===== config.mk =====
export PLATFORM = sky130hd
export DESIGN_NAME = hex_keypad_operand_entry
export DESIGN_NICKNAME = d
export VERILOG_FILES = /design/src/rtl/hex_keypad_operand_entry_pkg.sv /design/src/rtl/hex_keypad_operand_entry_if.sv /design/src/rtl/keypad_scanner.sv /design/src/rtl/hex_keypad_operand_entry.sv
export SDC_FILE = /design/constraint.sdc
export NUM_CORES = 1
export LEC_CHECK = 0
export CORE_MARGIN = 8
export CORE_UTILIZATION = 30
export DETAILED_ROUTE_END_ITERATION = 10
export HOLD_SLACK_MARGIN = 0.15
export PLACE_DENSITY = 0.5
export SYNTH_ARGS = -nofsm -noshare
export SYNTH_HDL_FRONTEND = slang
export SYNTH_SLANG_ARGS = --single-unit

===== constraint.sdc =====
create_clock -name clk -period 2 [get_ports clk]
set_input_delay 0.4 -clock clk [delete_from_list [all_inputs] [get_ports clk]]
set_output_delay 0.4 -clock clk [all_outputs]
set_load 0.01 [all_outputs]

===== src/rtl/hex_keypad_operand_entry_pkg.sv =====
// Shared types and keypad geometry for the hex keypad operand entry block.
package hex_keypad_operand_entry_pkg;

    typedef enum logic [2:0] {A_HI, A_LO, B_HI, B_LO, DONE} entry_state_e;

    localparam int KEYPAD_ROWS = 4;
    localparam int KEYPAD_COLS = 4;
    localparam int ROW_W       = $clog2(KEYPAD_ROWS);
    localparam int COL_W       = $clog2(KEYPAD_COLS);

endpackage


===== src/rtl/hex_keypad_operand_entry_if.sv =====
// Accepted-key event channel from the keypad scanner to the operand entry logic.
interface hex_keypad_operand_entry_if;
    logic       key_strobe;
    logic [3:0] key_code;

    modport master (output key_strobe, output key_code);
    modport slave  (input  key_strobe, input  key_code);
endinterface


===== src/rtl/keypad_scanner.sv =====
// Row-scanning 4x4 keypad reader: column synchronizer, per-scan priority
// encode, whole-scan debounce and one strobe per accepted press.
module keypad_scanner
    import hex_keypad_operand_entry_pkg::*;
#(
    parameter int SCAN_DIV       = 1000,
    parameter int DEBOUNCE_SCANS = 4
) (
    input  logic                   clk,
    input  logic                   rst,
    input  logic [KEYPAD_COLS-1:0] col_n,
    output logic [KEYPAD_ROWS-1:0] row_n,
    hex_keypad_operand_entry_if.master kif
);
    localparam int CW = (SCAN_DIV > 1) ? $clog2(SCAN_DIV) : 1;
    localparam int DW = (DEBOUNCE_SCANS > 1) ? $clog2(DEBOUNCE_SCANS) : 1;
    localparam logic [CW-1:0] CNT_LAST = CW'(SCAN_DIV - 1);
    localparam logic [DW-1:0] STAB_MAX = DW'(DEBOUNCE_SCANS - 1);

    logic [KEYPAD_COLS-1:0] col_s1_q, col_s2_q;
    logic [CW-1:0]          cnt_q, cnt_d;
    logic [ROW_W-1:0]       row_q, row_d;
    logic                   found_q, found_d;
    logic [3:0]             found_code_q, found_code_d;
    logic                   prev_pressed_q, prev_pressed_d;
    logic [3:0]             prev_code_q, prev_code_d;
    logic [DW-1:0]          stab_q, stab_d;
    logic                   reported_q, reported_d;
    logic                   key_strobe_q, key_strobe_d;
    logic [3:0]             key_code_q, key_code_d;
    logic [COL_W-1:0]       col_idx;
    logic                   scan_pressed;
    logic [3:0]             scan_code;

    always_comb begin
        col_idx = '0;
        for (int c = KEYPAD_COLS - 1; c >= 0; c--)
            if (!col_s2_q[c]) col_idx = COL_W'(c);

        cnt_d          = cnt_q + CW'(1);
        row_d          = row_q;
        found_d        = found_q;
        found_code_d   = found_code_q;
        prev_pressed_d = prev_pressed_q;
        prev_code_d    = prev_code_q;
        stab_d         = stab_q;
        reported_d     = reported_q;
        key_strobe_d   = 1'b0;
        key_code_d     = key_code_q;

        // Rows are visited in ascending order, so the first hit in a scan wins.
        scan_pressed = found_q;
        scan_code    = found_code_q;
        if (!found_q && !(&col_s2_q)) begin
            scan_pressed = 1'b1;
            scan_code    = {row_q, col_idx};
        end

        if (cnt_q == CNT_LAST) begin
            cnt_d        = '0;
            row_d        = row_q + ROW_W'(1);
            found_d      = scan_pressed;
            found_code_d = scan_code;
            if (row_q == ROW_W'(KEYPAD_ROWS - 1)) begin
                found_d        = 1'b0;
                found_code_d   = '0;
                prev_pressed_d = scan_pressed;
                prev_code_d    = scan_pressed ? scan_code : 4'h0;
                if (prev_pressed_d == prev_pressed_q && prev_code_d == prev_code_q)
                    stab_d = (stab_q == STAB_MAX) ? stab_q : stab_q + DW'(1);
                else
                    stab_d = '0;
                // reported_q blocks auto-repeat until a stable release is seen.
                if (stab_d == STAB_MAX) begin
                    if (scan_pressed && !reported_q) begin
                        key_strobe_d = 1'b1;
                        key_code_d   = scan_code;
                        reported_d   = 1'b1;
                    end else if (!scan_pressed) begin
                        reported_d = 1'b0;
                    end
                end
            end
        end
    end

    always_ff @(posedge clk) begin
        if (rst) begin
            col_s1_q       <= '1;
            col_s2_q       <= '1;
            cnt_q          <= '0;
            row_q          <= '0;
            found_q        <= 1'b0;
            found_code_q   <= '0;
            prev_pressed_q <= 1'b0;
            prev_code_q    <= '0;
            stab_q         <= '0;
            reported_q     <= 1'b0;
            key_strobe_q   <= 1'b0;
            key_code_q     <= '0;
        end else begin
            col_s1_q       <= col_n;
            col_s2_q       <= col_s1_q;
            cnt_q          <= cnt_d;
            row_q          <= row_d;
            found_q        <= found_d;
            found_code_q   <= found_code_d;
            prev_pressed_q <= prev_pressed_d;
            prev_code_q    <= prev_code_d;
            stab_q         <= stab_d;
            reported_q     <= reported_d;
            key_strobe_q   <= key_strobe_d;
            key_code_q     <= key_code_d;
        end
    end

    assign row_n          = ~(KEYPAD_ROWS'(1) << row_q);
    assign kif.key_strobe = key_strobe_q;
    assign kif.key_code   = key_code_q;

endmodule


===== src/rtl/hex_keypad_operand_entry.sv =====
// Hex keypad operand entry: collects four accepted key nibbles into operands
// A and B (high nibble first) and flags when both are complete.
module hex_keypad_operand_entry
    import hex_keypad_operand_entry_pkg::*;
#(
    parameter int SCAN_DIV       = 1000,
    parameter int DEBOUNCE_SCANS = 4
) (
    input  logic                   clk,
    input  logic                   rst,
    input  logic [KEYPAD_COLS-1:0] col_n,
    output logic [KEYPAD_ROWS-1:0] row_n,
    input  logic                   clear,
    output logic [7:0]             a,
    output logic [7:0]             b,
    output logic                   operands_valid,
    output logic                   key_strobe,
    output logic [3:0]             key_code
);
    hex_keypad_operand_entry_if kif ();

    keypad_scanner #(
        .SCAN_DIV       (SCAN_DIV),
        .DEBOUNCE_SCANS (DEBOUNCE_SCANS)
    ) u_scan (
        .clk   (clk),
        .rst   (rst),
        .col_n (col_n),
        .row_n (row_n),
        .kif   (kif)
    );

    entry_state_e state_q, state_d;
    logic [7:0]   a_q, a_d, b_q, b_d;
    logic         valid_q;

    always_comb begin
        state_d = state_q;
        a_d     = a_q;
        b_d     = b_q;
        // clear beats a coincident strobe; the key is dropped.
        if (clear) begin
            state_d = A_HI;
            a_d     = '0;
            b_d     = '0;
        end else if (kif.key_strobe) begin
            case (state_q)
                A_HI: begin a_d[7:4] = kif.key_code; state_d = A_LO; end
                A_LO: begin a_d[3:0] = kif.key_code; state_d = B_HI; end
                B_HI: begin b_d[7:4] = kif.key_code; state_d = B_LO; end
                B_LO: begin b_d[3:0] = kif.key_code; state_d = DONE; end
                DONE: begin
                    a_d     = {kif.key_code, 4'h0};
                    b_d     = '0;
                    state_d = A_LO;
                end
                default: state_d = A_HI;
            endcase
        end
    end

    always_ff @(posedge clk) begin
        if (rst) begin
            state_q <= A_HI;
            a_q     <= '0;
            b_q     <= '0;
            valid_q <= 1'b0;
        end else begin
            state_q <= state_d;
            a_q     <= a_d;
            b_q     <= b_d;
            valid_q <= (state_d == DONE);
        end
    end

    assign a              = a_q;
    assign b              = b_q;
    assign operands_valid = valid_q;
    assign key_strobe     = kif.key_strobe;
    assign key_code       = kif.key_code;

endmodule

# After elaboration in Yosys (flattened, before gate mapping)
# Index checks and enable logic that the tools add are counted.
# Widths: inputs -> output; s select.
[word_totals]
regBits = 58
output_inout_bits = 26
wordCells = 82
[classes]
addsub = 3
n_eq_ne = 12
shifts = 1
n_mux = 22
bitwise_logic = 4
n_reduce_logical = 22
[op_table]
columns = ["operator", "n"]
rows = [
  ["$pmux 4 s2", 3],
  ["$mux 2", 8],
  ["$mux 4", 3],
  ["$pmux 3 s4", 1],
  ["$reduce_and 4->1", 3],
  ["$add 10x1->10 const B", 1],
  ["$eq 10x10->1 const B", 1],
  ["$reduce_and 2->1", 5],
  ["$eq 2x2->1 const B", 3],
  ["$eq 3x2->1 const B", 2],
  ["$eq 3x3->1 const B", 2],
  ["$mux 3", 2],
  ["$reduce_bool 2->1", 3],
  ["$reduce_or 2->1", 3],
  ["$mux 1", 5],
  ["$add 2x1->2 const B", 2],
  ["$eq 4x4->1", 1],
  ["$not 4->4", 1],
  ["$reduce_or 4->1", 1],
  ["$shl 1x2->4 const A", 1],
  ["$eq 3x1->1 const B", 1],
  ["$logic_and 1x1->1", 3],
  ["$logic_not 1->1", 3],
  ["$logic_not 3->1", 1],
  ["3 further kinds", 5],
]

# Depth between registers and ports, before layout
[logic_depth]
ltp_word = 14
depth_mapped = 7
ltp_nobuf = 6

# By module
# A second synthesis with hierarchy kept.
[unflattened]
cells_unflattened = 285
area_unflattened_um2 = 2633.8
[modules_own_cells]
columns = ["module", "instances", "cells_each", "area_per_inst_um2"]
rows = [
  ["keypad_scanner", 1, 200, 1729.2],
  ["hex_keypad_operand_entry", 1, 85, 904.6],
]

# Least setup slack after synthesis
# Ideal clock, no wire load.
[synth_timing]
path_type = "reg-to-reg"
start = "register u_scan.row_q[1]"
end = "register u_scan.key_code_q[0] (netlist: u_scan.kif.key_code[0])"
arrival_ns = 1.986
setup_slack_ns = -0.107
stages_incl_launch_ff = 7
n_path_buf = 0
synth_period_minus_slack_ns = 2.107
cell_sequence = "dfxtp_1 -> ha_1 -> inv_1 -> or3_1 -> a2111oi_2 -> and4_4 -> mux2_4"
[synth_between]
elab_chain_len = 9
elab_cells_between_ends = 10
classes_between = "eq/ne (3); mux (5); reduce/logical (2)"
[synth_lines]
columns = ["element", "line_no", "text"]
rows = [
  ["start: declaration", "keypad_scanner.sv:22", "logic [ROW_W-1:0] row_q, row_d;"],
  ["start signal: assignment", "keypad_scanner.sv:105", "row_q <= row_d;"],
  ["$mux 4", "keypad_scanner.sv:54", "if (!found_q && !(&col_s2_q)) begin"],
  ["$mux 4", "keypad_scanner.sv:68", "prev_code_d = scan_pressed ? scan_code : 4'h0;"],
  ["$eq 4x4->1", "keypad_scanner.sv:69", "if (prev_pressed_d == prev_pressed_q && prev_code_d == prev_code_q)"],
  ["$logic_and 1x1->1", "keypad_scanner.sv:69", ""],
  ["$mux 2", "keypad_scanner.sv:69", ""],
  ["$mux 2", "keypad_scanner.sv:64", "if (row_q == ROW_W'(KEYPAD_ROWS - 1)) begin"],
  ["$mux 2", "keypad_scanner.sv:59", "if (cnt_q == CNT_LAST) begin"],
  ["$eq 2x2->1", "keypad_scanner.sv:74", "if (stab_d == STAB_MAX) begin"],
  ["$reduce_and 4->1 (no source line) (*)", "--", ""],
  ["end signal: assignment", "keypad_scanner.sv:113", "key_code_q <= key_code_d;"],
  ["end: declaration", "keypad_scanner.sv:30", "logic [3:0] key_code_q, key_code_d;"],
]
# Every way passes the cells marked *; elsewhere a longest branch is shown, timed or not. The select of a mux whose other input is x is not followed.
# A chain may end at the register's enable or synchronous reset.

# Final worst setup path
[layout_timing]
start = "register u_scan.row_q[0]"
end = "register u_scan.key_code_q[0] (netlist: u_scan.kif.key_code[0])"
# Same word-level chain as after synthesis.

==> metrics.md <==
| Metric | Value |
|---|---|
| DR WL/cell | `13.7 um` |
| Placed Cells incl. Taps | `424` |
| Final Total Pwr | `0.00274 W` |
| Mapped Avg Cell Area | `9.08 um2` |
| Yosys top cell by area | `dfxtp_1` |
| Critical-path maximum fanout | `4` |
| Achievable Freq | `0.517 GHz` |
| Ys Warns | `0` |
| Status | `finished, final reports clean` |
| # fillers | `840` |
| Post-route setup slack | `0.0640 ns` |
| Largest net degree at the start of global routing | `27` |
| Worst slew margin | `68.8%` |
| Tcrit/Tclk final | `96.8%` |
| Antenna-violating nets left | `0` |
| TritonRoute pass-1 iters | `4` |
| Sequential-to-total area share from yosys stat | `45.8%` |
| Area contributors post-synth | `dfxtp_1 46%, nor2_1 7.3%, a22oi_1 4.7%` |
| GRT overflow | `0` |
| Max Cap Violations | `0` |
| DRC Markers | `0` |
| Data required, critical path | `2.22 ns` |
| DP Wirelength | `4300 um` |
| Die area | `11600 um2` |
| Pwr Density | `796 nW/um2` |
| Synth Flop Type | `dfxtp_1` |
| Worst-path clk slew | `0.06 ns` |
| Port Buffers | `32` |
| Top-count cell post-synth | `dfxtp_1` |
| Routed Wire Length | `6050 um` |
| Non-Filler Instances | `440` |
| Gpl congestion | `0.773` |
| Worst-Margin Slew | `0.466 ns` |
| Post-CTS setup buffers | `0` |
| Gate Count Post-Synth | `279` |
| Final hold vios | `0` |
| EDFF count, synth | `0` |
| Via count | `2088` |
| Layout Skew | `0.00944 ns` |
| Leak Pwr | `1.23 nW` |
| Layout cells sized above 1 | `20.9%` |
| Die H | `108 um` |
| Post-synth top area share | `45.8%` |
| Adder-Cell Fraction of Synth Area | `2.47%` |
| # nets final | `342` |
| Crit path launch type | `flop` |
| Fin crit period | `1.94 ns` |
| Antenna fix cells | `0` |
| WS Path Type | `reg2reg` |
| Final setup viols | `0` |
| Net Switching | `0.000529 W` |
| Arrival time at the worst endpoint | `2.16 ns` |
| Root Buffer | `clkbuf_8` |
| Initial drt markers | `38` |
| Maximum vdd drop | `0.439 mV` |
| CTS tree | `done` |
| Core Util, Final | `41.9%` |
| Synth Area in Simple Gates | `23.3%` |
| Number of antenna violations at the first check in global routing | `0` |
| Starting density of the core | `30.8%` |
| Number of global-route vias before repair | `2072` |
| Synth cell types | `43` |
| Seq cells post-synth | `58` |
| Synthesized net count | `291` |
| Int Pwr | `0.00221 W` |
| Clock sinks | `58` |
| First-pass GRT wire length | `10100 um` |
| Xor-xnor portion of the synthesized cell area | `4.50%` |
| Seq pwr share | `43.0%` |
| Num rows | `33` |
| Comb pwr share | `4.2%` |
| I/O pin count | `33` |
| CP max-delay cell | `dfxtp_2` |
| GRT Util Overall | `11.2%` |
| Total CTS buffers | `9` |
| Worst Hold Class | `reg2reg` |
| Crit path largest cell delay | `0.36 ns` |
| Post-CTS Hold Buffers | `0` |
| Ys async rst share | `0%` |
| Cell-by-cell listing of the critical path | `ha_4 -> inv_1 -> or3_1 -> a2111oi_4 -> and4_4 -> mux2_4` |
| Pins over their slew limit | `0` |
| Largest family of logic cells by synthesized area | `simple AND/OR/NAND/NOR gates` |
| Die Span X | `108 um` |
| Via/cell ratio | `4.75` |
| Clock H-tree levels | `3` |
| Synth Area in Compound Gates | `14.7%` |
| Sw frac | `19.3%` |
| Core Area | `8220 um2` |
| Clock tree buffer depth | `2` |
| Area delta synth->final | `35.9%` |
| Top cells by count, synth | `58 x dfxtp_1, 49 x nor2_1, 16 x a21oi_1, 16 x a22oi_1` |
| Netlist Area Pre-Place | `2530 um2` |
| Clk_lat worst skew | `0.34 ns` |
| Clock power share | `52.9%` |
| CP endpoint kind | `flop` |
| Pre-CTS WS | `-0.00125 ns` |
| Mux share of post-synthesis cell area | `5.53%` |
[layout make-up]
type | count | area [um2] | share of cell area, %
sequential | 58 | 1180 | 34.2
multi-input combinational | 197 | 1340 | 38.8
clock inverter | 5 | 125 | 3.64
timing repair buffer | 53 | 490 | 14.2
clock buffer | 11 | 141 | 4.11
tap | 105 | 131 | 3.82
inverter | 11 | 41.3 | 1.20
[stage by stage]
| step | cell area (um2) | hold WS [ns] | TNS, ns |
|---|---|---|---|
| after floorplan | 2550 | 0.389 | 0 |
| after global placement | 3120 | 0.393 | 0 |
| after detailed placement | 3120 | 0.401 | -0.00236 |
| after CTS | 3400 | 0.415 | 0 |
| after global routing | 3440 | 0.430 | -0.0399 |
| final | 3440 | 0.412 | 0 |
[worst max-delay path, delay by kind of cell, from the launching register on]
family	cells	cell delay (ns)
simple gates	2	0.67
flops	1	0.36
compound gates	1	0.34
mux	1	0.30
fa+ha+maj	1	0.13
buf+inv	1	0.04
[cell usage in the layout (no fill, tap or decap), drive strengths merged, types with 2 or more instances in the layout]
| cell | n |
|---|---|
| inv | 11 |
| bufinv | 4 |
| or2 | 10 |
| nor3 | 3 |
| and3 | 7 |
| nand4 | 6 |
| nor2 | 49 |
| dlygate4sd2 | 3 |
| a211oi | 4 |
| xnor2 | 7 |
| a221oi | 2 |
| nor2b | 6 |
| nand2 | 11 |
| clkbuf | 11 |
| or3 | 3 |
| buf | 21 |
| nand2b | 5 |
| clkdlybuf4s50 | 29 |
| mux2i | 8 |
| dfxtp | 58 |
| a41oi | 3 |
| a31oi | 2 |
| nand3 | 6 |
| mux2 | 4 |
| a21oi | 16 |
| o21ai | 2 |
| xor2 | 6 |
| ha | 5 |
| a22oi | 16 |
| nor4 | 2 |
| and4 | 2 |
[what timing repair did]
| action | 4_1_cts | 5_1_grt |
|---|---|---|
| pin swaps | 1 | 4 |
| resized for setup | 9 | 7 |
| setup endpoints to repair | 7 | 4 |
[state kept, by name (all words and copies together) (netlist names), 3 cells and up]
name,cells
u_scan.cnt_q,10
a,8
b,8
u_scan.col_s1_q,4
u_scan.col_s2_q,4
u_scan.found_code_q,4
u_scan.kif.key_code,4
u_scan.prev_code_q,4
state_q,3
[power groups by stage]
stage / clock network [W] / registers [W] / logic [W]
6_report: 0.00145 / 0.00118 / 0.000114
3_5_place_dp: 0 / 0.00120 / 0.000111
5_1_grt: 0.00155 / 0.00118 / 0.000125
3_3_place_gp: 0 / 0.00120 / 0.000110
2_1_floorplan: 0 / 0.00120 / 0.0000621
4_1_cts: 0.00150 / 0.00118 / 0.000112
[per-layer routing]
metal  vias up  GRT usage, %  part of all wire, %
li1       1078             -                    -
met2        35          17.4                   46
met3         6          5.03                  4.3
met1       969          13.3                   49
met5         -             0                    0
met4         0          4.06                  1.1
[cell families (layout without fill, tap and decap cells)]
kind of cell,Yosys count,count (layout)
AOI/OAI and AO/OA,51,51
xor gates and xnor gates,13,13
adders and majority gates,5,5
buffers and inverters,24,80
DFF,58,58
muxes,12,12
and+or+nand+nor,116,116
[path summary, 6_finish.rpt]
path | endpoint | cells after the start | slack [ns] | startpoint
min | u_scan.col_s2_q[0] | 1 | 0.41 | u_scan.col_s1_q[0]
min reg2reg | u_scan.col_s2_q[0] | 1 | 0.41 | u_scan.col_s1_q[0]
max | u_scan.kif.key_code[0] | 6 | 0.06 | u_scan.row_q[0]
max reg2reg | u_scan.kif.key_code[0] | 6 | 0.06 | u_scan.row_q[0]
No activity file was read; power rests on OpenSTA's default activity.
